**config.mk**
```make
export PLATFORM = sky130hd
export DESIGN_NAME = coeff_tu_collect
export DESIGN_NICKNAME = d
export VERILOG_FILES = /design/src/rtl/rdoq_pkg.sv /design/src/rtl/cg_index_calc.sv /design/src/rtl/coeff_tu_collect.sv
export SDC_FILE = /design/constraint.sdc
export NUM_CORES = 1
export LEC_CHECK = 0
export ABC_AREA = 0
export BUFFER_PORTS_ARGS = -buffer_cell sky130_fd_sc_hd__buf_4
export CORE_ASPECT_RATIO = 1.2
export CORE_MARGIN = 2
export CORE_UTILIZATION = 54
export CTS_CLUSTER_DIAMETER = 30
export DETAILED_ROUTE_END_ITERATION = 10
export PLACE_DENSITY = 0.81
export SLEW_MARGIN = 30
export SYNTH_ARGS = -nofsm -noshare
export SYNTH_HDL_FRONTEND = slang
export SYNTH_SLANG_ARGS = --single-unit
```
**constraint.sdc**
```tcl
create_clock -name clk -period 7.3 [get_ports clk]
set_input_delay 1.46 -clock clk [delete_from_list [all_inputs] [get_ports clk]]
set_output_delay 1.46 -clock clk [all_outputs]
set_load 0.03 [all_outputs]
```
**src/rtl/rdoq_pkg.sv**
```systemverilog
// Shared types and constants for the RDOQ coefficient pipeline stages.
package rdoq_pkg;

   localparam int COEFF_W       = 16;
   localparam int POS_W         = 10;
   localparam int MIN_LOG2_SIZE = 2;
   localparam int CG_LOG2       = 2;

   typedef logic signed [COEFF_W-1:0] coeff_t;
   typedef logic [POS_W-1:0]          pos_t;

   typedef enum logic [1:0] {
      ST_IDLE    = 2'd0,
      ST_COLLECT = 2'd1,
      ST_REPORT  = 2'd2
   } collect_state_e;

endpackage

```
**src/rtl/cg_index_calc.sv**
```systemverilog
// Maps a raster block position to its 4x4 coefficient-group index for a TU of
// side 1<<log2_size, and flags whether the position lies inside the TU.
module cg_index_calc
   import rdoq_pkg::*;
#(
   parameter int ADDR_WIDTH = 10,
   parameter int NUM_CG     = 64
)(
   input  logic [ADDR_WIDTH-1:0]     pos,
   input  logic [2:0]                log2_size,
   output logic [$clog2(NUM_CG)-1:0] cg,
   output logic                      in_range
);

   localparam int CG_W = $clog2(NUM_CG);

   logic [ADDR_WIDTH-1:0] x_s;
   logic [ADDR_WIDTH-1:0] y_s;
   logic [ADDR_WIDTH-1:0] cg_full_s;
   logic [2:0]            cg_shift_s;

   // Split position into column/row, then pack the CG row/column into an index.
   always_comb begin
      x_s = pos & ((ADDR_WIDTH'(1) << log2_size) - ADDR_WIDTH'(1));
      y_s = pos >> log2_size;
      if (log2_size >= 3'(MIN_LOG2_SIZE)) begin
         cg_shift_s = log2_size - 3'(CG_LOG2);
      end else begin
         cg_shift_s = 3'd0;
      end
      cg_full_s = ((y_s >> CG_LOG2) << cg_shift_s) | (x_s >> CG_LOG2);
      cg        = cg_full_s[CG_W-1:0];
      in_range  = ((pos >> {log2_size, 1'b0}) == '0);
   end

endmodule

```
**src/rtl/coeff_tu_collect.sv**
```systemverilog
// Collects one TU of signed quantized coefficients: forwards each as a memory
// write and gathers entropy-coding statistics. COLLECT_ABSSUM_EN adds abs_sum.
module coeff_tu_collect
   import rdoq_pkg::*;
#(
   parameter int COEFF_WIDTH   = 16,
   parameter int ADDR_WIDTH    = 10,
   parameter int MAX_LOG2_SIZE = 5,
   parameter int NUM_CG        = 64
)(
   input  logic                          clk,
   input  logic                          rst,
   input  logic                          tu_start,
   input  logic [2:0]                    log2_size,
   input  logic                          in_valid,
   output logic                          in_ready,
   input  logic signed [COEFF_WIDTH-1:0] in_coeff,
   input  logic [ADDR_WIDTH-1:0]         in_pos,
   output logic                          wr_en,
   output logic [ADDR_WIDTH-1:0]         wr_addr,
   output logic [COEFF_WIDTH-1:0]        wr_data,
   output logic                          tu_done,
   output logic                          tu_err,
   output logic [ADDR_WIDTH:0]           nz_count,
   output logic [ADDR_WIDTH-1:0]         last_scan,
   output logic [ADDR_WIDTH-1:0]         last_pos,
   output logic [NUM_CG-1:0]             cg_sig
`ifdef COLLECT_ABSSUM_EN
  ,output logic [ADDR_WIDTH+COEFF_WIDTH-1:0] abs_sum
`endif
);

   localparam int CG_W = $clog2(NUM_CG);

   collect_state_e        state_r;
   logic [2:0]            log2_r;
   logic [ADDR_WIDTH-1:0] scan_r;
   logic [ADDR_WIDTH-1:0] last_idx_r;
   logic                  err_r;
   logic                  beat_s;
   logic                  nonzero_s;
   logic                  size_ok_s;
   logic                  in_range_s;
   logic [CG_W-1:0]       cg_s;
   logic [ADDR_WIDTH:0]   expected_s;

`ifdef COLLECT_ABSSUM_EN
   // The most negative value has no positive twin; clamp it to the largest positive.
   function automatic logic [COEFF_WIDTH-1:0] abs_sat(input logic signed [COEFF_WIDTH-1:0] v);
      logic [COEFF_WIDTH-1:0] r;
      if (v == {1'b1, {(COEFF_WIDTH-1){1'b0}}}) begin
         r = {1'b0, {(COEFF_WIDTH-1){1'b1}}};
      end else if (v[COEFF_WIDTH-1]) begin
         r = -v;
      end else begin
         r = v;
      end
      return r;
   endfunction
`endif

   cg_index_calc #(
      .ADDR_WIDTH (ADDR_WIDTH),
      .NUM_CG     (NUM_CG)
   ) u_cg_index_calc (
      .pos       (in_pos),
      .log2_size (log2_r),
      .cg        (cg_s),
      .in_range  (in_range_s)
   );

   // Handshake, zero test and size validation for the current cycle.
   always_comb begin
      beat_s     = in_valid && in_ready;
      nonzero_s  = (in_coeff != '0);
      size_ok_s  = (log2_size >= 3'(MIN_LOG2_SIZE)) && (log2_size <= 3'(MAX_LOG2_SIZE));
      expected_s = (ADDR_WIDTH+1)'(1) << {log2_size, 1'b0};
   end

   // TU sequencing, memory write path and statistics accumulation.
   always_ff @(posedge clk or posedge rst) begin
      if (rst) begin
         state_r    <= ST_IDLE;
         log2_r     <= 3'd0;
         scan_r     <= '0;
         last_idx_r <= '0;
         err_r      <= 1'b0;
         in_ready   <= 1'b0;
         wr_en      <= 1'b0;
         wr_addr    <= '0;
         wr_data    <= '0;
         tu_done    <= 1'b0;
         tu_err     <= 1'b0;
         nz_count   <= '0;
         last_scan  <= '0;
         last_pos   <= '0;
         cg_sig     <= '0;
`ifdef COLLECT_ABSSUM_EN
         abs_sum    <= '0;
`endif
      end else begin
         wr_en   <= beat_s;
         tu_done <= 1'b0;
         if (beat_s) begin
            wr_addr <= in_pos;
            wr_data <= in_coeff;
         end
         case (state_r)
            ST_IDLE: begin
               if (tu_start) begin
                  log2_r     <= log2_size;
                  scan_r     <= '0;
                  last_idx_r <= ADDR_WIDTH'(expected_s - (ADDR_WIDTH+1)'(1));
                  tu_err     <= 1'b0;
                  nz_count   <= '0;
                  last_scan  <= '0;
                  last_pos   <= '0;
                  cg_sig     <= '0;
`ifdef COLLECT_ABSSUM_EN
                  abs_sum    <= '0;
`endif
                  if (size_ok_s) begin
                     state_r  <= ST_COLLECT;
                     in_ready <= 1'b1;
                     err_r    <= 1'b0;
                  end else begin
                     state_r  <= ST_REPORT;
                     err_r    <= 1'b1;
                  end
               end
            end
            ST_COLLECT: begin
               // A restart request mid-TU aborts; upstream re-issues the start.
               if (tu_start) begin
                  state_r  <= ST_REPORT;
                  in_ready <= 1'b0;
                  err_r    <= 1'b1;
               end else if (beat_s) begin
                  scan_r <= scan_r + ADDR_WIDTH'(1);
                  if (nonzero_s) begin
                     nz_count  <= nz_count + (ADDR_WIDTH+1)'(1);
                     last_scan <= scan_r;
                     last_pos  <= in_pos;
                     if (in_range_s) begin
                        cg_sig[cg_s] <= 1'b1;
                     end
                  end
                  if (!in_range_s) begin
                     err_r <= 1'b1;
                  end
`ifdef COLLECT_ABSSUM_EN
                  abs_sum <= abs_sum + (ADDR_WIDTH+COEFF_WIDTH)'(abs_sat(in_coeff));
`endif
                  if (scan_r == last_idx_r) begin
                     state_r  <= ST_REPORT;
                     in_ready <= 1'b0;
                  end
               end
            end
            ST_REPORT: begin
               tu_done <= 1'b1;
               tu_err  <= err_r;
               state_r <= ST_IDLE;
            end
            default: begin
               state_r  <= ST_IDLE;
               in_ready <= 1'b0;
            end
         endcase
      end
   end

endmodule

```
==> results.json <==
{
  "synth_warnings": 0,
  "die-height_um": 127,
  "place_area_sq_um": 7990,
  "design_area_sq_um": 8550,
  "placedCellCount": 940,
  "hold_end": "cg_sig[24]",
  "critPathCaptureType": "register",
  "vias": 5620,
  "portBuffers": 157,
  "firstDrtPassIters": 5,
  "nets": 834,
  "clkSlewWorstSetupHoldPaths_ns": 0.07,
  "synthCells": 656,
  "start_kind": "input pin",
  "num_rows": 44,
  "clock.fmax_mhz": 310,
  "area_delta_synth_final_pct": 26.5,
  "worstRegToRegCells": 5,
  "routed_wl_um": 17200,
  "drtIter0Drc": 363,
  "start_util_pct": 55.5,
  "synth_cell_types": 62,
  "syn_nets": 692,
  "synth_seq_cells": 150,
  "clockBufferDepth": 2,
  "layoutNonFillerInstCount": 972,
  "vias_per_cell": 5.78,
  "vdd_ir_drop_max_mv": 0.239,
  "hold_start": "cg_sig[24]",
  "ys_top_cells_by_area": "dfrtp_1, nand2_1, o21ai_1",
  "ctsHoldBuffers": 0,
  "leakage_nw": 3.95,
  "r2r_slack_ns": 4.61,
  "required_ns": 7.62,
  "gp_congestion": 0.894,
  "grtUsageTotal_pct": 26.0,
  "critical_path_peak_fanout": 12,
  "die-area_sq_um": 13400,
  "synthArstFlopShare_pct": 100,
  "post_cts_buffers": 0,
  "dp_hpwl_um": 12000,
  "r2r_end": "cg_sig[39]",
  "grt_setup_unrepaired": "false",
  "synth_area_sq_um": 6760,
  "ys_seq_area_share_pct": 55.6,
  "synth_top_area_share_pct": 55.6,
  "core_sq_um": 12200,
  "io_pins": 158,
  "finalSetupTns_ns": 0,
  "layout-drive-gt1-share_pct": 31.1,
  "crit_arrival_ns": 3.55,
  "detail-route-antenna-nets": 0,
  "min_period_over_period_pct": 44.2,
  "post_drt_wl_per_cell_um": 17.7,
  "h-tree-depth": 4,
  "p_per_area_nw_per_um2": 351,
  "holdPathStages": 2,
  "cts_buffers": 17,
  "crit_type": "input pin to register",
  "finalHoldViolCount": 0,
  "r2r-start": "state_r[0]",
  "grt_pass1_wl_um": 27700,
  "diodes": 0,
  "insertion_delay_ns": 0.42,
  "setup_viol": 0,
  "maxCapViolCount": 0,
  "clock-sinks": 150,
  "drv_slew": 0,
  "cts_tree": "built",
  "setup_ws_ns": 4.07,
  "syn_area_per_cell_sq_um": 10.3,
  "cts_root_buf": "clkbuf_16",
  "grt_max_degree": 97,
  "clock_skew_ns": 0.0114,
  "synth-edff-count": 0,
  "layout_commonest_cell": "buf_4",
  "relSlewSlack_pct": 42.1,
  "dp_slack_ns": 3.69,
  "ys.flop_type": "dfrtp_1",
  "grt_pass1_vias": 5462,
  "synth.largest_area_cell": "dfrtp_1",
  "final_cell_mix": "buf_4, dfrtp_1, nand2_1, o21ai_1, o21ai_0",
  "drc": 0,
  "die_w_um": 106,
  "status": "finished, final reports clean",
  "min_path_type": "register to register",
  "cts.repair.resized": 0,
  "grt-ovfl-total": 0,
  "min_period_ns": 3.23,
  "worst_pin_slew_ns": 0.867,
  "antenna_found_initial": 0
}
worst max-delay path by stage:
stage          startpoint          to  cells after the start
2_1_floorplan         rst   cg_sig[0]                      1
5_1_grt          tu_start  cg_sig[53]                      6
3_5_place_dp     tu_start  cg_sig[39]                      6
3_3_place_gp     tu_start  cg_sig[39]                      6
6_report         tu_start  cg_sig[39]                      6
4_1_cts          tu_start  cg_sig[39]                      6
power by group:
part / switching, mW / internal, mW / total, mW
Clock: 0.367 / 0.452 / 0.819
Sequential: 0.148 / 0.986 / 1.13
Combinational: 0.674 / 0.376 / 1.05
Total: 1.19 / 1.82 / 3.00
per-layer routing:
metal	vias up	wire length (um)	GRT usage, %
met5	-	0	0
met4	0	287	8.82
met3	36	1340	6.58
met2	259	8520	42.3
met1	2740	7050	34.1
li1	2585	-	-
stage by stage:
| step | util, % | power [mW] | hold slack (ns) |
|---|---|---|---|
| floorplan | - | 1.86 | 0.458 |
| finish | 70.2 | 3.00 | 0.486 |
| global placement | 65.7 | 2.16 | 0.466 |
| CTS | 70.2 | 3.02 | 0.486 |
| global route | 70.2 | 3.14 | 0.508 |
| detailed placement | 65.7 | 2.19 | 0.471 |
critical path, stage by stage:
cell and delay (ns):
buf_4 0.16, nand4b_1 0.22, a21oi_2 0.38, o21a_1 0.76
nand4_4 0.32, o21ai_1 0.24
kinds of logic (layout without fill, tap and decap cells):
| logic type | Yosys count | count (layout) | synth area share, % |
|---|---|---|---|
| multiplexers | 31 | 31 | 5.09 |
| adder cells (fa/ha/maj) | 3 | 3 | 0.556 |
| flip-flops | 150 | 150 | 55.6 |
| buffers and inverters | 47 | 202 | 3.28 |
| XOR/XNOR | 17 | 17 | 2.20 |
| AO/OA/AOI/OAI | 159 | 159 | 14.3 |
| AND/OR/NAND/NOR | 249 | 249 | 19.0 |
cell usage after synthesis, types with 4 or more instances:
master,instances
dfrtp_1,150
nand2_1,138
o21ai_1,61
o21ai_0,43
clkbuf_1,29
mux2_2,27
nor2_1,23
nand3_1,19
xor2_1,13
a21oi_1,12
nor3_1,10
or3_1,9
nand4_4,8
o21ai_2,8
inv_1,7
and3_1,6
buf_6,5
nand3b_1,5
nand4_1,5
nor4_1,5
o21a_1,5
mux2i_1,4
nand2b_1,4
nor2b_1,4
o31ai_1,4
xnor2_1,4
sequential cells by signal (all words and copies together), names as in the netlist, 2 cells and up:
register	flops
cg_sig	64
wr_data	16
nz_count	11
last_pos	10
last_scan	10
scan_r	10
wr_addr	10
last_idx_r	9
log2_r	3
state_r	2
cell type report:
cell class,count,area (sq um)
multi-input cells,459,2790
fillers,895,3620
well taps,161,201
clock buffers,18,439
clock inverters,14,115
flip-flops and latches,150,3750
repair buffers,162,1220
inverters,8,35.0
Power figures use the tool's default switching activity.
